==> config.mk <==
export PLATFORM = sky130hd
export DESIGN_NAME = iob_cache_req_arbiter
export DESIGN_NICKNAME = d
export VERILOG_FILES = /design/src/rtl/iob_cache_req_arbiter_pkg.sv /design/src/rtl/iob_cache_req_arbiter_prio_sel.sv /design/src/rtl/iob_cache_req_arbiter.sv
export SDC_FILE = /design/constraint.sdc
export NUM_CORES = 1
export LEC_CHECK = 0
export CORE_AREA = 2 2 108 110
export CTS_CLUSTER_SIZE = 25
export DETAILED_ROUTE_END_ITERATION = 10
export DIE_AREA = 0 0 110 112
export SLEW_MARGIN = 30
export SYNTH_ARGS = -nofsm -noshare
export SYNTH_HDL_FRONTEND = slang
export SYNTH_SLANG_ARGS = --single-unit
==> constraint.sdc <==
create_clock -name clk_i -period 3.33 [get_ports clk_i]
set_input_delay 0.333 -clock clk_i [delete_from_list [all_inputs] [get_ports clk_i]]
set_output_delay 0.333 -clock clk_i [all_outputs]
set_load 0.05 [all_outputs]
==> src/rtl/iob_cache_req_arbiter_pkg.sv <==
`default_nettype none
// ============================================================================
// Module      : iob_cache_req_arbiter_pkg
// Description : Shared types for the cache IOb request arbiter. This file
//               holds the arbiter state encoding and a small helper to
//               decode the busy indication from the state.
// Revision    : 1.0 - initial release
// ============================================================================
package iob_cache_req_arbiter_pkg;

    // The numeric values are fixed so that debug probes and traces decode
    // the state the same way across every integration of this block.
    typedef enum logic [1:0] {
        ARB_IDLE    = 2'd0,
        ARB_HOLD    = 2'd1,
        ARB_RD_WAIT = 2'd2
    } arb_state_t;

    // The arbiter is busy whenever it owes something to a requester.
    // That is either a request it has to keep presenting, or a read
    // response it has to route back.
    function automatic logic arb_is_busy(input arb_state_t state);
        return (state != ARB_IDLE);
    endfunction

endpackage
`default_nettype wire

==> src/rtl/iob_cache_req_arbiter_prio_sel.sv <==
`default_nettype none
// ============================================================================
// Module      : iob_rr_prio_sel
// Description : Combinational cyclic first-one search. It returns the index
//               of the first set bit of req, scanning upward from ptr+1 and
//               wrapping around, so the requester at ptr gets lowest priority.
// Ports       : req     in  N           request vector
//               ptr     in  clog2(N)    index of the previous winner
//               gnt     out clog2(N)    winning index (0 when none)
//               gnt_vld out 1           at least one request bit is set
// Revision    : 1.0 - initial release
// ============================================================================
module iob_rr_prio_sel #(
    parameter int N = 2
) (
    input  logic [N-1:0]         req,
    input  logic [$clog2(N)-1:0] ptr,
    output logic [$clog2(N)-1:0] gnt,
    output logic                 gnt_vld
);

    localparam int c_IDX_W = $clog2(N);

    logic [c_IDX_W-1:0] w_idx;

    // Candidates are visited in the order ptr+1, ptr+2, ... ptr+N (mod N).
    // The first hit wins, so ptr itself is the last candidate to be tried.
    always_comb begin
        gnt     = '0;
        gnt_vld = 1'b0;
        w_idx   = '0;
        for (int i = 1; i <= N; i++) begin
            w_idx = c_IDX_W'((int'(ptr) + i) % N);
            if (!gnt_vld && req[w_idx]) begin
                gnt     = w_idx;
                gnt_vld = 1'b1;
            end
        end
    end

endmodule
`default_nettype wire

==> src/rtl/iob_cache_req_arbiter.sv <==
`default_nettype none
// ============================================================================
// Module      : iob_cache_req_arbiter
// Description : Round-robin arbiter sharing one cache IOb front-end among
//               N_REQ IOb requesters. A granted request passes straight to
//               the front-end with no added latency. A stalled request stays
//               locked to its requester until it is accepted. After a read is
//               accepted, the read's issuer keeps ownership until the read
//               data returns, so that rvalid can be routed back to it.
// Ports       : clk_i, arst_n_i, cke_i  clock, async active-low reset, enable
//               req_avalid_i/addr/wdata/wstrb  packed requester channels
//               req_ready_o, req_rvalid_o      per-requester handshakes
//               req_rdata_o                    shared read data
//               dn_*                           cache front-end channel
//               busy_o                         arbiter not idle
// Revision    : 1.0 - initial release
// ============================================================================
module iob_cache_req_arbiter
    import iob_cache_req_arbiter_pkg::*;
#(
    parameter int N_REQ  = 2,
    parameter int ADDR_W = 32,
    parameter int DATA_W = 32
) (
    input  logic                      clk_i,
    input  logic                      arst_n_i,
    input  logic                      cke_i,
    input  logic [N_REQ-1:0]          req_avalid_i,
    input  logic [N_REQ*ADDR_W-1:0]   req_addr_i,
    input  logic [N_REQ*DATA_W-1:0]   req_wdata_i,
    input  logic [N_REQ*DATA_W/8-1:0] req_wstrb_i,
    output logic [N_REQ-1:0]          req_ready_o,
    output logic [N_REQ-1:0]          req_rvalid_o,
    output logic [DATA_W-1:0]         req_rdata_o,
    output logic                      dn_avalid_o,
    output logic [ADDR_W-1:0]         dn_addr_o,
    output logic [DATA_W-1:0]         dn_wdata_o,
    output logic [DATA_W/8-1:0]       dn_wstrb_o,
    input  logic                      dn_ready_i,
    input  logic                      dn_rvalid_i,
    input  logic [DATA_W-1:0]         dn_rdata_i,
    output logic                      busy_o
);

    localparam int c_PTR_W  = $clog2(N_REQ);
    localparam int c_STRB_W = DATA_W / 8;

    arb_state_t          r_state;
    arb_state_t          w_state_nxt;
    logic [c_PTR_W-1:0]  r_ptr;
    logic [c_PTR_W-1:0]  w_ptr_nxt;
    logic [c_PTR_W-1:0]  r_owner;
    logic [c_PTR_W-1:0]  w_owner_nxt;

    logic [c_PTR_W-1:0]  w_gnt;
    logic                w_gnt_vld;
    logic [c_PTR_W-1:0]  w_sel;
    logic [c_STRB_W-1:0] w_sel_wstrb;
    logic                w_sel_read;
    logic                w_run;

    // Nothing may be offered or handed out while the block is frozen or
    // held in reset. The state register only advances on enabled cycles.
    assign w_run = cke_i & arst_n_i;

    iob_rr_prio_sel #(
        .N       (N_REQ)
    ) u_prio_sel (
        .req     (req_avalid_i),
        .ptr     (r_ptr),
        .gnt     (w_gnt),
        .gnt_vld (w_gnt_vld)
    );

    // In HOLD the stalled requester keeps the port. Re-arbitrating here
    // could swap the address under a front-end that has already begun
    // decoding it.
    assign w_sel = (r_state == ARB_HOLD) ? r_owner : w_gnt;

    // Request fields are not registered. Requesters hold them stable until
    // they see ready, so a plain mux is enough.
    assign dn_addr_o   = req_addr_i [w_sel*ADDR_W   +: ADDR_W];
    assign dn_wdata_o  = req_wdata_i[w_sel*DATA_W   +: DATA_W];
    assign w_sel_wstrb = req_wstrb_i[w_sel*c_STRB_W +: c_STRB_W];
    assign dn_wstrb_o  = w_sel_wstrb;
    assign w_sel_read  = ~|w_sel_wstrb;

    assign req_rdata_o = dn_rdata_i;
    assign busy_o      = arb_is_busy(r_state);

    always_ff @(posedge clk_i or negedge arst_n_i) begin
        if (!arst_n_i) begin
            r_state <= ARB_IDLE;
            r_ptr   <= c_PTR_W'(N_REQ - 1);
            r_owner <= '0;
        end else if (cke_i) begin
            r_state <= w_state_nxt;
            r_ptr   <= w_ptr_nxt;
            r_owner <= w_owner_nxt;
        end
    end

    always_comb begin
        w_state_nxt  = r_state;
        w_ptr_nxt    = r_ptr;
        w_owner_nxt  = r_owner;
        dn_avalid_o  = 1'b0;
        req_ready_o  = '0;
        req_rvalid_o = '0;

        case (r_state)
            ARB_IDLE: begin
                if (w_run && w_gnt_vld) begin
                    dn_avalid_o        = 1'b1;
                    req_ready_o[w_sel] = dn_ready_i;
                    if (dn_ready_i) begin
                        w_ptr_nxt = w_sel;
                        if (w_sel_read) begin
                            w_owner_nxt = w_sel;
                            w_state_nxt = ARB_RD_WAIT;
                        end
                    end else begin
                        w_owner_nxt = w_gnt;
                        w_state_nxt = ARB_HOLD;
                    end
                end
            end

            ARB_HOLD: begin
                if (w_run) begin
                    if (req_avalid_i[r_owner]) begin
                        dn_avalid_o          = 1'b1;
                        req_ready_o[r_owner] = dn_ready_i;
                        if (dn_ready_i) begin
                            w_ptr_nxt   = r_owner;
                            w_state_nxt = w_sel_read ? ARB_RD_WAIT : ARB_IDLE;
                        end
                    end else begin
                        // The owner withdrew its request. Releasing the port
                        // is better than waiting for a request that will
                        // never be accepted.
                        w_state_nxt = ARB_IDLE;
                    end
                end
            end

            ARB_RD_WAIT: begin
                // The response cycle only closes the read. A new issue waits
                // for the next cycle, so the front-end never sees an address
                // and rvalid belonging to different owners at once.
                if (w_run && dn_rvalid_i) begin
                    req_rvalid_o[r_owner] = 1'b1;
                    w_state_nxt           = ARB_IDLE;
                end
            end

            default: begin
                w_state_nxt = ARB_IDLE;
            end
        endcase
    end

endmodule
`default_nettype wire
; ---- Word level (Yosys, flattened, before mapping)
; Cells that the tools add are included.
[op_classes]
order_cmp = 6
eq_ne = 11
shifts = 3
bitwise = 3
muxes = 42
addsub = 2
n_reduce_logical = 13
[op_table]
columns = operator, n
row1 = variable part select 64 x 7 -> 32 bit, 2
row2 = 2-to-1 mux 2 bit, 13
row3 = 2-to-1 mux 1 bit, 23
row4 = "inequality test 2 bit, second input constant", 6
row5 = "< comparator 1 x 2 -> 1 bit, second input constant", 4
row6 = variable part select 8 x 4 -> 4 bit, 1
row7 = AND reduction 7 bit, 1
row8 = "inequality test 3 bit, second input constant", 2
row9 = case mux 2 bit (3 select lines), 1
row10 = AND reduction 6 bit, 1
row11 = logical AND 1 bit, 5
row12 = bitwise AND 2 bit, 2
row13 = case mux 1 bit (2 select lines), 2
row14 = case mux 2 bit (2 select lines), 1
row15 = AND reduction 4 bit, 1
row16 = nonzero test 2 bit, 2
row17 = OR reduction 4 bit, 1
row18 = "adder 1 bit, second input constant", 2
row19 = demux 1 bit (select 1 bit), 2
row20 = "== test 2 x 1 -> 1 bit, second input constant", 1
row21 = "== test 2 bit, second input constant", 1
row22 = "greater-or-equal comparator 1 bit, second input constant", 2
row23 = zero test 2 bit, 1
row24 = "inequality test 2 x 1 -> 1 bit, second input constant", 1
row25 = other kinds (2), 2
[totals]
register_bits = 4
output_inout_bits = 106
input_bits = 175
elab_cells = 83

; ---- Logic depth before layout (Yosys ltp)
[logic_depth]
ltp_word = 15
ltp_mapped = 6
ltp_nobuf = 4

; ---- Cells and area by module
; From an unflattened synthesis, not the netlist that was laid out.
[hier_totals]
hier_cells = 155
hier_area_um2 = 1451.4
[modules_own_cells]
columns = module, seq_area_each_um2, area_each_um2, instances, cells_each
row1 = iob_cache_req_arbiter, 101.3, 1437.6, 1, 153
row2 = iob_rr_prio_sel, 0.0, 13.8, 1, 2

; ---- Worst setup path before layout
; Ideal clock, no wire load.
[synth_timing]
path_type = flip-flop to output port
from = register r_state[0]
to = output req_rvalid_o[1]
path_buffers = 1
t_required_ns = 2.997
t_arrival_ns = 2.188
path_stages_with_launch = 3
setup_slack_ns = 0.809
path_cell_list = dfrtp_1 > buf_2 > nor4b_1
[synth_via]
elab_chain_cells = 2
[synth_rtl]
columns = element, line
row1 = from (decl), iob_cache_req_arbiter.sv:48  ; arb_state_t r_state;
row2 = from (signal assigned), iob_cache_req_arbiter.sv:97  ; r_state <= w_state_nxt;
row3 = == test 2 bit, iob_cache_req_arbiter.sv:111  ; case (r_state)
row4 = 2-to-1 mux 2 bit, iob_cache_req_arbiter.sv:111
row5 = to (decl), iob_cache_req_arbiter.sv:33  ; output logic [N_REQ-1:0] req_rvalid_o,
; No other way between the ends.

; ---- Worst setup path after layout
[layout_timing]
from = input req_avalid_i[1]
to = output dn_addr_o[13]
[layout_via]
elab_chain_cells = 8
word_cells_on_any_way = 11
classes_between = shift (1) / mux (8) / reduce/logical (2)
[layout_rtl]
columns = element, line
row1 = from (decl), iob_cache_req_arbiter.sv:28  ; input logic [N_REQ-1:0] req_avalid_i,
row2 = 2-to-1 mux 1 bit (implied by the code) (2 in a row), iob_cache_req_arbiter_prio_sel.sv:34  ; if (!gnt_vld && req[w_idx]) begin
row3 = 2-to-1 mux 1 bit, iob_cache_req_arbiter_prio_sel.sv:34
row4 = zero test 1 bit, iob_cache_req_arbiter_prio_sel.sv:34
row5 = logical AND 1 bit, iob_cache_req_arbiter_prio_sel.sv:34
row6 = 2-to-1 mux 1 bit (*), iob_cache_req_arbiter_prio_sel.sv:34
row7 = 2-to-1 mux 1 bit (*), iob_cache_req_arbiter.sv:78  ; assign w_sel = (r_state == ARB_HOLD) ? r_owner : w_gnt;
row8 = variable part select 64 x 7 -> 32 bit (*), iob_cache_req_arbiter.sv:82  ; assign dn_addr_o = req_addr_i [w_sel*ADDR_W +: ADDR_W];
row9 = to (decl), iob_cache_req_arbiter.sv:36  ; output logic [ADDR_W-1:0] dn_addr_o,
; Mark *: on every way between the ends. The rest lies on a longest branch, timed or not. The select of a mux whose other input is x is not followed.

==> qor.csv <==
stage,metric,value,unit
run_status,outcome,"finished, final reports clean",
setup_path,startpoint types,primary input,
synthesis,main flop type after synthesis,dfrtp_1,
cts,CTS HTree Levels,1,
synthesis,Synth Cell Area,1510,sq um
timing,Final Hold Fails,0,
timing,maximum clock rate,333,MHz
synthesis,yosys warns,0,
setup_path,Crit Path Category,primary input to output pin,
setup_path,Worst Reg-to-Reg Cells,5,
timing,max-slew violation count,0,
setup_path,FF-to-FF Start,r_state[0],
grt,number of global-route vias before repair,2025,
cts,"Setup Fix Bufs, Post-CTS",0,
grt,pin count of the biggest net entering global routing,38,
setup_path,"most used cell, CP",buf_4,
route,antenna-violating nets left,0,
layout,"most common cell after layout, fill and taps aside",clkdlybuf4s50_1,
power_and_ir_drop,maximum VDD drop,347,uV
cts,clk_lat worst skew,230,ps
synthesis,number of synthesized flops with an enable pin,0,
setup_path,CP max-delay cell,buf_4,
layout,layout cells sized above 1,38.8,%
route,Post-Route WL,7820,microns
floorplan,# rows,39,
cts,CTS Buffer Depth,2,
synthesis,syn nets,333,
route,iteration-0 DRC count of the detailed router,38,
layout,post-layout util,31.1,%
min_path,Hold WC Path Type,primary input to asynchronous set/reset pin,
cts,CTS resizes,0,
layout,most frequent cells in the layout,"clkdlybuf4s50_1, mux2_2, buf_4",
floorplan,die extent in x,110,microns
timing,endpoints failing setup,0,
flow_run,Max Cap Viol,0,
placed_design,Detail Placement HPWL,6860,microns
placed_design,GPL Wtd Cong,0.875,
layout,Non-Filler Instances,483,
placed_design,Inst Count DP,479,
synthesis,synthesized instance count,158,
synthesis,asr flop ratio synth,100,%
grt,met1 usage,11.6,%
floorplan,Die Footprint,12300,sq um
layout,Area Growth Syn to Fin,131,%
cts,Num CTS Buffers,3,
floorplan,# IOs,281,
synthesis,syn avg cell area,9.55,sq um
synthesis,simple-gate area share of the yosys netlist,9.12,%
grt,initial antenna violation count,0,
synthesis,"FF+latch count, synth",4,
route,DR vias,1948,
cts,Sink Count,4,
setup_path,Worst Path Arrival,2670,ps
synthesis,main combinational cell family by area after synthesis,multiplexers,
synthesis,Synth Area in XOR/XNOR,0,%
setup_path,"slowest stage delay, CP",500,ps
grt,grt met2 use,22.7,%
power_and_ir_drop,Power Total,2.48,mW
floorplan,Initial Util,13.5,%
floorplan,Core Box Area,11200,sq um
floorplan,die height,112,microns
power_and_ir_drop,Leak,1.36,nW
placed_design,count of input and output buffers,216,
route,Initial DRT Pass Iterations,4,
timing,Setup Skew,4.55,ps
cts,clock slew seen by the registers of the worst setup and hold paths,30,ps
synthesis,Compound-Gate Fraction of Synth Area,10.3,%
setup_path,Critical R2R Capture,r_owner,
grt,met3 GRT Util,3.34,%
timing,period utilisation layout,90.3,%
route,wire per inst,16.2,microns
grt,GR Overflow Total,0,
synthesis,"Seq/Total Area, Yosys",6.72,%
setup_path,worst-path cell chain,clkdlybuf4s50_1 > a21boi_2 > a21oi_4 > buf_4 > mux2_2 > buf_4,
layout,post-layout net count,516,
route,DR DRC count,0,
setup_path,crit path from,req_avalid_i[1],
power_and_ir_drop,PD cells,711,nW/um^2
setup_path,"Req. time, crit path",3000,ps
timing,minimum clock period,3010,ps
cts,CTS tree,built,
grt,GRT Overall Usage,11.7,%
layout,multi-input logic area,1070,sq um
timing,Least-Margin Pin Slew,567,ps
setup_path,Crit Path Max Fanout,37,
grt,first-pass GRT wire length,11000,microns
cts,Root Buffer,clkbuf_16,
timing,RSZ-0062 raised after global routing,false,
route,vias per inst,4.03,
synthesis,library cells used by synthesis,35,
setup_path,Crit. End Element,output pin,
layout,Reg area,101,sq um
layout,ant diodes,0,
setup_path,r2r setup slk,1070,ps
synthesis,Post-Synth Adder-Cell Area,0,%
layout,# fillers,1166,
grt,busiest grt layer,met2,
timing,Setup TNS Final,0,ps
synthesis,post-synthesis mux area share,51.4,%
timing,Rel. slew slack,62.1,%
cts,hold buffers post-CTS,0,
logic make-up after synthesis:
group,after synthesis
AND/OR/NAND/NOR,24
buffers and inverters,42
multiplexers,69
flip-flops,4
AO/OA/AOI/OAI,19
report_power, final:
part           total [mW]  internal [mW]  leakage (nW)  switching, mW
combinational        2.19          0.843          1.28           1.34
clock               0.195          0.158        0.0382         0.0365
sequential         0.0947         0.0672        0.0463         0.0276
worst max path at each step:
stage | endpoint | slack [ps] | depth (start not counted)
after floorplan | req_rvalid_o[1] | 810 | 2
after global placement | dn_addr_o[13] | 320 | 6
after detailed placement | dn_addr_o[13] | 260 | 6
after CTS | dn_addr_o[13] | 250 | 6
after global routing | dn_wstrb_o[1] | 140 | 6
final | dn_addr_o[13] | 320 | 6
synth_stat cells (2+ instances only):
cell type,count,area share (%)
dfrtp_1,3,5.0
nor2_1,4,0.99
o211a_1,2,1.3
mux2_1,6,4.5
nand2_1,6,1.5
buf_4,32,16
o211ai_1,2,0.99
mux2_2,62,46
a21oi_1,3,0.99
buf_6,8,6.0
or2_2,3,1.2
nor3_1,2,0.66
o21ai_0,3,0.99
worst max-delay path: cells and delay by family:
family | cells | cell delay [ps]
mux | 1 | 410
buf+inv | 3 | 1180
compound gates | 2 | 720
routing by layer:
layer	wire length [microns]	vias up
li1	-	915
met1	2510	879
met2	4330	140
met3	849	14
met4	132	0
met5	0	-
per-stage QoR:
stage / hold slack [ps] / area (sq um) / setup WS [ps]
after floorplan: 37.4 / 1510 / 809
after global placement: 576 / 3400 / 325
after detailed placement: 575 / 3400 / 259
after CTS: 415 / 3480 / 251
after global routing: 459 / 3480 / 144
final: 415 / 3480 / 323
state kept, by name, indices dropped and copies added, names as in the netlist:
register / count
r_state: 2
r_ptr: 1
r_owner: 1
layout make-up:
class                           count  share of cell area [%]
Timing Repair Buffer              219                    58.9
Inverter                            1                   0.108
Tap cell                          143                    5.14
Clock buffer                        4                    2.26
Sequential cell                     4                    2.91
Multi-Input combinational cell    112                    30.7
Power figures use the tool's default switching activity.
